===== src/rtl/mips_regfile_pkg.sv =====
// Shared register-file types for the write-back queue.
// Register index width, register-0 constant and the pending-entry struct.
package mips_regfile_pkg;

   localparam int REG_W  = 5;
   localparam int DATA_W = 32;

   typedef logic [REG_W-1:0] reg_idx_t;

   localparam reg_idx_t REG_ZERO = '0;

   typedef struct packed {
      reg_idx_t          rd;
      logic [DATA_W-1:0] data;
   } wb_entry_t;

endpackage


===== src/rtl/wbq_bypass_match.sv =====
// Youngest-match search over the pending write-back entries.
// One instance per register-file read port.
module wbq_bypass_match
   import mips_regfile_pkg::*;
#(
   parameter int N     = 32,
   parameter int DEPTH = 4,
   parameter int PW    = $clog2(DEPTH),
   parameter int CW    = $clog2(DEPTH + 1)
) (
   input  wb_entry_t [DEPTH-1:0] entries_i,
   input  logic [PW-1:0]         rd_ptr_i,
   input  logic [CW-1:0]         count_i,
   input  reg_idx_t              raddr_i,
   output logic                  hit_o,
   output logic [N-1:0]          data_o
);

   logic [PW-1:0] idx;

   // Walk oldest to youngest so the last hit is the youngest match.
   always_comb begin
      hit_o  = 1'b0;
      data_o = '0;
      idx    = '0;
      for (int i = 0; i < DEPTH; i++) begin
         idx = rd_ptr_i + PW'(i);
         if ((CW'(i) < count_i) &&
             (raddr_i != REG_ZERO) &&
             (entries_i[idx].rd == raddr_i)) begin
            hit_o  = 1'b1;
            data_o = entries_i[idx].data;
         end
      end
   end

endmodule


===== src/rtl/writeback_queue.sv =====
// In-order write-back FIFO feeding the register-file write port.
// Define WRITEBACK_QUEUE_BYPASS_EN to enable read-port bypass lookup.
module writeback_queue
   import mips_regfile_pkg::*;
#(
   parameter int N     = 32,
   parameter int DEPTH = 4
) (
   input  logic                         clk,
   input  logic                         reset,
   input  logic                         wb_valid,
   output logic                         wb_ready,
   input  logic [4:0]                   wb_reg,
   input  logic [N-1:0]                 wb_data,
   input  logic                         hold,
   output logic                         RegWrite,
   output logic [4:0]                   WriteRegister,
   output logic [N-1:0]                 WriteData,
   input  logic [4:0]                   ReadRegister1,
   input  logic [4:0]                   ReadRegister2,
   output logic                         Bypass1_valid,
   output logic [N-1:0]                 Bypass1_data,
   output logic                         Bypass2_valid,
   output logic [N-1:0]                 Bypass2_data,
   output logic [$clog2(DEPTH+1)-1:0]   count
);

   localparam int PW = $clog2(DEPTH);
   localparam int CW = $clog2(DEPTH + 1);

   wb_entry_t [DEPTH-1:0] mem_q;
   logic [PW-1:0]         rd_ptr_q, rd_ptr_d;
   logic [PW-1:0]         wr_ptr_q, wr_ptr_d;
   logic [CW-1:0]         count_q,  count_d;
   logic                  push, pop, nonempty;

   assign nonempty = (count_q != '0);
   assign wb_ready = (count_q < CW'(DEPTH));
   assign RegWrite = nonempty & ~hold;
   assign pop      = RegWrite;
   assign push     = wb_valid & wb_ready & (wb_reg != REG_ZERO);
   assign count    = count_q;

   assign WriteRegister = nonempty ? mem_q[rd_ptr_q].rd   : '0;
   assign WriteData     = nonempty ? mem_q[rd_ptr_q].data : '0;

   always_comb begin
      rd_ptr_d = rd_ptr_q;
      wr_ptr_d = wr_ptr_q;
      count_d  = count_q;
      if (pop) begin
         rd_ptr_d = rd_ptr_q + 1'b1;
      end
      if (push) begin
         wr_ptr_d = wr_ptr_q + 1'b1;
      end
      count_d = count_q + CW'(push) - CW'(pop);
   end

   always_ff @(posedge clk) begin
      if (reset) begin
         rd_ptr_q <= '0;
         wr_ptr_q <= '0;
         count_q  <= '0;
      end else begin
         rd_ptr_q <= rd_ptr_d;
         wr_ptr_q <= wr_ptr_d;
         count_q  <= count_d;
      end
   end

   // Storage is not reset; count_q alone defines which slots are live.
   always_ff @(posedge clk) begin
      if (push && !reset) begin
         mem_q[wr_ptr_q] <= '{rd: wb_reg, data: wb_data};
      end
   end

`ifdef WRITEBACK_QUEUE_BYPASS_EN
   wbq_bypass_match #(
      .N     (N),
      .DEPTH (DEPTH),
      .PW    (PW),
      .CW    (CW)
   ) u_match1 (
      .entries_i (mem_q),
      .rd_ptr_i  (rd_ptr_q),
      .count_i   (count_q),
      .raddr_i   (ReadRegister1),
      .hit_o     (Bypass1_valid),
      .data_o    (Bypass1_data)
   );

   wbq_bypass_match #(
      .N     (N),
      .DEPTH (DEPTH),
      .PW    (PW),
      .CW    (CW)
   ) u_match2 (
      .entries_i (mem_q),
      .rd_ptr_i  (rd_ptr_q),
      .count_i   (count_q),
      .raddr_i   (ReadRegister2),
      .hit_o     (Bypass2_valid),
      .data_o    (Bypass2_data)
   );
`else
   logic unused_rr;
   assign unused_rr     = ^{ReadRegister1, ReadRegister2};
   assign Bypass1_valid = 1'b0;
   assign Bypass1_data  = '0;
   assign Bypass2_valid = 1'b0;
   assign Bypass2_data  = '0;
`endif

endmodule

===== config.mk =====
export PLATFORM = sky130hd
export DESIGN_NAME = writeback_queue
export DESIGN_NICKNAME = d
export VERILOG_FILES = /design/src/rtl/mips_regfile_pkg.sv /design/src/rtl/wbq_bypass_match.sv /design/src/rtl/writeback_queue.sv
export SDC_FILE = /design/constraint.sdc
export NUM_CORES = 1
export LEC_CHECK = 0
export BUFFER_PORTS_ARGS = -buffer_cell sky130_fd_sc_hd__buf_2
export CORE_UTILIZATION = 58
export CTS_CLUSTER_SIZE = 12
export DETAILED_ROUTE_END_ITERATION = 10
export PLACE_DENSITY = 0.86
export SLEW_MARGIN = 20
export SYNTH_ARGS = -nofsm -noshare
export SYNTH_HDL_FRONTEND = slang
export SYNTH_SLANG_ARGS = --single-unit

===== constraint.sdc =====
create_clock -name clk -period 6.1 [get_ports clk]
set_input_delay 0.61 -clock clk [delete_from_list [all_inputs] [get_ports clk]]
set_output_delay 0.61 -clock clk [all_outputs]
set_load 0.02 [all_outputs]

==> impl_metrics.ini, run 1 <==
[finish]
fin_util = 0.687
stdcell_count = 601
fillers = 693
seqCellArea_mm2 = 0.00459
multiInputGateArea_mm2 = 0.00166
areaGrowthSynthToFinish_pct = 14.4
diodes = 0
drive_gt1_frac = 0.358
final_cell_area_mm2 = 0.00752
nets = 506

[clock_network]
cts_setup_buffers = 0
cts_buffers = 17
cts_tree = yes
cts_sinks = 155
clock_latency_ns = 0.41
root_buffer = clkbuf_16
hold_buffers = 0
clkTransAtPathRegs_ns = 0.06
clockBufferDepth = 2
cts-htree-levels = 4
cts_resized = 0

[global_routing]
grt-ovfl-total = 0
antenna_found_initial = 0
grt_pass1_wl_um = 15900
use_met2 = 0.323
met1_usage = 0.230
grt_max_degree = 41
met3_usage = 0.0687
grt_pass1_vias = 3144
grtUsageTotal = 0.192
grt.busiest_layer = met2

[timing]
hold_violations = 0
final-setup-viol-count = 0
rsz0062_at_grt = no
finalSetupTns_ns = 0
period_needed_ns = 2.81
timing.final.ws_setup_ns = 3.29
whs_ns = 0.415
finalMaxSlewViolations = 0
tightestPinTransition_ns = 1.03
period_share = 0.461
skew_ns = 0.00663
fmax_ghz = 0.355
slew_headroom = 0.308

[detailed_routing]
finalWirelength_um = 10300
wl_per_cell_um = 17.2
drc = 0
drtAntennaViolNets = 0
drt_first_iter_violations = 185
dr.pass1.iters = 4
dr_total_vias = 3122
via_per_inst = 5.19

[worst_setup_path]
critPathMaxFanout = 40
cp.arrival_ns = 2.20
r2r_setup_slack_ns = 3.57
rr_endpoint = mem_q[143]
worstPathRequired_ns = 5.49
rr_worst_depth = 4
crit_path_end_kind = output port
regToRegStartpoint = count[2]
worstSetupStartpointType = register
worstSetupPathType = register to output port

[logic_synthesis]
yosys.area.top_type = edfxtp_1
synth_area_leaders = edfxtp_1 68%, mux4_2 13%, buf_4 7.7%, nor2b_1 3.8%, dfxtp_1 2.1%
ys.warnings.count = 0
synth_async_sr_flop_share = 0
seq_area_frac_synth = 0.698
ys.flop_type = edfxtp_1
synth_seq_cells = 155
synth.most_common_cell = edfxtp_1
mappedNetlistArea_mm2 = 0.00657
synthCells = 354
yosys.area.top_type_share = 0.676
synthDistinctLibCells = 28
synthTopCellsByCount = 148 x edfxtp_1, 67 x buf_4, 40 x nor2b_1
synth_edf_count = 148
syn_avg_cell_area_um2 = 18.6

[placed_design]
globalplace.congestion = 0.704
place_ws_ns = 3.15
hpwlAfterDp_um = 6310
placed_area_mm2 = 0.00690
io_buffers = 82
place_inst = 569

[floorplan]
die_w_um = 108
rows = 38
dieArea_mm2 = 0.0118
pin_count = 159
core_area_mm2 = 0.0109
die_y_um = 108
start_util = 0.601

[power_and_ir_drop]
p_leak_nw = 2.72
powerDensity_mw_per_mm2 = 412
peakVddDrop_mv = 0.284
p_total_mw = 3.10

[min_path]
hp-start = wb_data[18]
hp-class = input port to register
min_to = mem_q[129]
worstHoldPathCells = 1

[flow_run]
max_cap_violations = 0

[outcome]
status = complete, no violations
layout by cell type, fill, tap and decap left out, types with 5 or more instances in the layout:
cell | synthesis | final
buf_2 | 3 | 82
conb_1 | 1 | 66
edfxtp_1 | 148 | 148
inv_1 | 6 | 6
ha_1 | 6 | 6
clkbuf_16 | 0 | 17
mux4_2 | 37 | 37
buf_4 | 67 | 7
dfxtp_1 | 7 | 5
nor2b_1 | 40 | 40
power breakdown:
group | leakage [nW] | switching, mW | total, mW | internal (mW)
Clock | 0.290 | 0.387 | 1.07 | 0.680
Sequential | 1.40 | 0.0829 | 1.31 | 1.23
Combinational | 1.03 | 0.417 | 0.718 | 0.301
layout make-up:
type / count / share of cell area
clock buffers: 19 / 0.0576
clock inverters: 13 / 0.0233
inverters: 6 / 0.00300
multi-input cells: 179 / 0.221
flip-flops and latches: 155 / 0.611
well taps: 140 / 0.0233
repair buffers: 89 / 0.0616
worst max-delay path: stages (launching register included):
cell	delay, ns
dfxtp_4	0.86
mux4_2	0.61
nor2b_1	0.15
buf_2	0.18
worst max-delay path by stage:
stage	cells past startpoint	to	startpoint	slack (ns)
detailed placement	5	mem_q[60]	wb_valid	3.15
finish	3	WriteData[17]	rd_ptr_q[0]	3.29
global route	3	WriteData[19]	rd_ptr_q[0]	3.11
global placement	5	mem_q[134]	wb_valid	3.21
floorplan	3	mem_q[0]	wb_valid	1.91
CTS	3	WriteData[19]	rd_ptr_q[0]	3.22
registers in the layout, summed over array words and instances (netlist names):
register,flops
wr_ptr_q,2
mem_q,148
count,3
rd_ptr_q,2
layer usage:
layer  vias up  routed length (um)  part of all wire
met3         4                 880             0.085
met4         0                  35            0.0034
li1       1417                   -                 -
met5         -                   0                 0
met1      1551                4060              0.39
met2       150                5340              0.52
cells by family (layout without fill, tap and decap cells):
| kind of cell | Yosys count | count (layout) | synth area share |
|---|---|---|---|
| DFF | 155 | 155 | 0.698 |
| buffers and inverters | 85 | 127 | 0.0920 |
| and+or+nand+nor | 59 | 59 | 0.0560 |
| muxes | 38 | 38 | 0.129 |
| adders and majority gates | 7 | 7 | 0.0145 |
| AOI/OAI and AO/OA | 7 | 7 | 0.00819 |
| xor gates and xnor gates | 2 | 2 | 0.00267 |
| other | 1 | 66 | 0.000571 |
(Power assumes the default switching activity.)
==> run 2, diff against run 1 <==
CORE_UTILIZATION = 48   (was 58)
PLACE_DENSITY = 0.76   (was 0.86)
clock period = 2.4 ns   (was 6.1 ns; I/O delays follow)
==> run 2 against run 1 <==
Clock power grew to 2.5 times the previous value. Core utilization shrank 11 points. Non-clock buffer count grew 15. Wire length grew 8.1%. First-iteration DRC count grew 1.6%. Via count grew 4.2%. Critical path depth grew 1. Power grew to 2.6 times the previous value. Design area grew 2.9%. Sequential share of layout area shrank 1.7 points. Global-route usage shrank 1.8 points. Critical endpoint is now WriteData[20]. Largest power group unchanged. Highest routed layer unchanged.
==> impl_metrics.ini, run 2 (synthesized netlist as in run 1, its figures left out) <==
[clock_network]
cts_sinks = 155
cts-htree-levels = 4
hold_buffers = 0
cts_buffers = 17
clkTransAtPathRegs_ns = 0.06
cts_setup_buffers = 0
cts_resized = 0
clockBufferDepth = 2
root_buffer = clkbuf_16
cts_tree = yes
clock_latency_ns = 0.42

[worst_setup_path]
cp_cell_sequence = buf_12 -> mux4_2 -> nor2b_1 -> buf_2
worstPathRequired_ns = 2.16
cp_top_family = multiplexers
cp.arrival_ns = 1.94
worstSetupStartpointType = register
cpPeakStageDelay_ns = 0.52
crit_path_end_kind = output port
critPathMaxFanout = 19
worstSetupPathType = register to output port
crit_path_top_delay_cell = mux4_2
cp.buffers_inverters = 2

[power_and_ir_drop]
p_switching_mw = 2.29
powerDensity_mw_per_mm2 = 1040
clockPowerShare = 0.337
swShare = 0.286
peakVddDrop_mv = 0.725
combPwrFrac = 0.261
internal_power_mw = 5.73
p_leak_nw = 2.83
seqPwrFrac = 0.401

[timing]
fmax_ghz = 0.458
skew_ns = 0.00691
finalMaxSlewViolations = 0
hold_violations = 0
period_share = 0.909
final-setup-viol-count = 0
whs_ns = 0.0322
period_needed_ns = 2.18
rsz0062_at_grt = no

[finish]
fillers = 1024
layout_commonest_cell = edfxtp_1
largest_register = mem_q
nets = 521
diodes = 0
drive_gt1_frac = 0.378
layout_common_cells = 148 x edfxtp_1, 82 x buf_2, 66 x conb_1, 40 x nor2b_1, 37 x mux4_2
areaGrowthSynthToFinish_pct = 17.7
largest_reg_flops = 148
final_cell_area_mm2 = 0.00773

[global_routing]
grt_max_degree = 41
use_met2 = 0.290
grt_pass1_wl_um = 17900
met3_usage = 0.0541
met1_usage = 0.205
grtUsageTotal = 0.174
grt_pass1_vias = 3386
antenna_found_initial = 0
grt-ovfl-total = 0
grt.busiest_layer = met2

[detailed_routing]
drtAntennaViolNets = 0
wl_per_cell_um = 17.1
drt_first_iter_violations = 188
dr_total_vias = 3252
dr.pass1.iters = 4
via_per_inst = 4.99
finalWirelength_um = 11100
drc = 0

[placed_design]
hpwlAfterDp_um = 7090
placed_area_mm2 = 0.00707
globalplace.congestion = 0.729
io_buffers = 82

[outcome]
status = complete, no violations

[floorplan]
dieArea_mm2 = 0.0142
die_y_um = 119
start_util = 0.494
pin_count = 159
core_area_mm2 = 0.0133
rows = 42
die_w_um = 119

[flow_run]
max_cap_violations = 0

[min_path]
hp-class = input port to register
-- run 2: changes by cell type in the layout (fill, tap and decap cells not counted), moves of 2 or more --
cell	before	now
buf_12	0	3
buf_4	7	19
clkbuf_1	2	4
clkbuf_8	0	4
clkinvlp_4	3	1
nor3b_2	3	0
nor3b_4	1	4
-- run 2: area by class of cell --
cell class                 count  area, um2  area share
clock inverter                 7        113      0.0146
clock buffer                  25        495      0.0641
sequential                   155       4590       0.593
tap                          176        220      0.0285
timing repair buffer         104        613      0.0793
multi-input combinational    179       1680       0.217
inverter                       6       22.5     0.00291
-- run 2: metal layers --
layer	up-vias	part of all wire
met5	-	0
met4	0	0.023
met3	22	0.063
met2	164	0.52
met1	1620	0.40
li1	1446	-
-- run 2: power groups by stage --
stage / clock, mW / sequential, mW / combinational (mW)
6_report: 2.71 / 3.22 / 2.10
3_5_place_dp: 0 / 3.30 / 2.06
5_1_grt: 2.86 / 3.24 / 2.28
3_3_place_gp: 0 / 3.29 / 2.04
4_1_cts: 2.76 / 3.24 / 2.07
2_1_floorplan: 0 / 3.25 / 1.53
-- run 2: path summary, 6_finish.rpt --
check	from	end	slack, ns	depth (start not counted)
min	wb_data[16]	mem_q[16]	0.03	1
max	rd_ptr_q[0]	WriteData[20]	0.22	4
max reg2reg	count[2]	count[2]	0.31	10
min reg2reg	wr_ptr_q[0]	wr_ptr_q[0]	0.63	2
-- run 2: worst register-to-register path, cell delays in order (launching register included) --
cell and delay, ns:
dfxtp_1 0.37, nor2b_1 0.25, o21ai_2 0.11, ha_1 0.27, inv_1 0.05, ha_1 0.13, inv_1 0.05, fa_1 0.37
xnor2_1 0.18, xnor2_1 0.14, nor2_1 0.05
-- run 2: per-stage QoR --
step / std cells / setup slack, ns / setup TNS (ns) / utilization / total power, mW
3_3_place_gp: 613 / 0.0986 / 0 / 0.532 / 5.33
6_report: 652 / 0.217 / 0 / 0.582 / 8.03
2_1_floorplan: 419 / -0.311 / -45.07 / - / 4.78
5_1_grt: 652 / 0.135 / 0 / 0.582 / 8.37
4_1_cts: 645 / 0.0580 / 0 / 0.578 / 8.07
3_5_place_dp: 613 / 0.0540 / 0 / 0.532 / 5.36
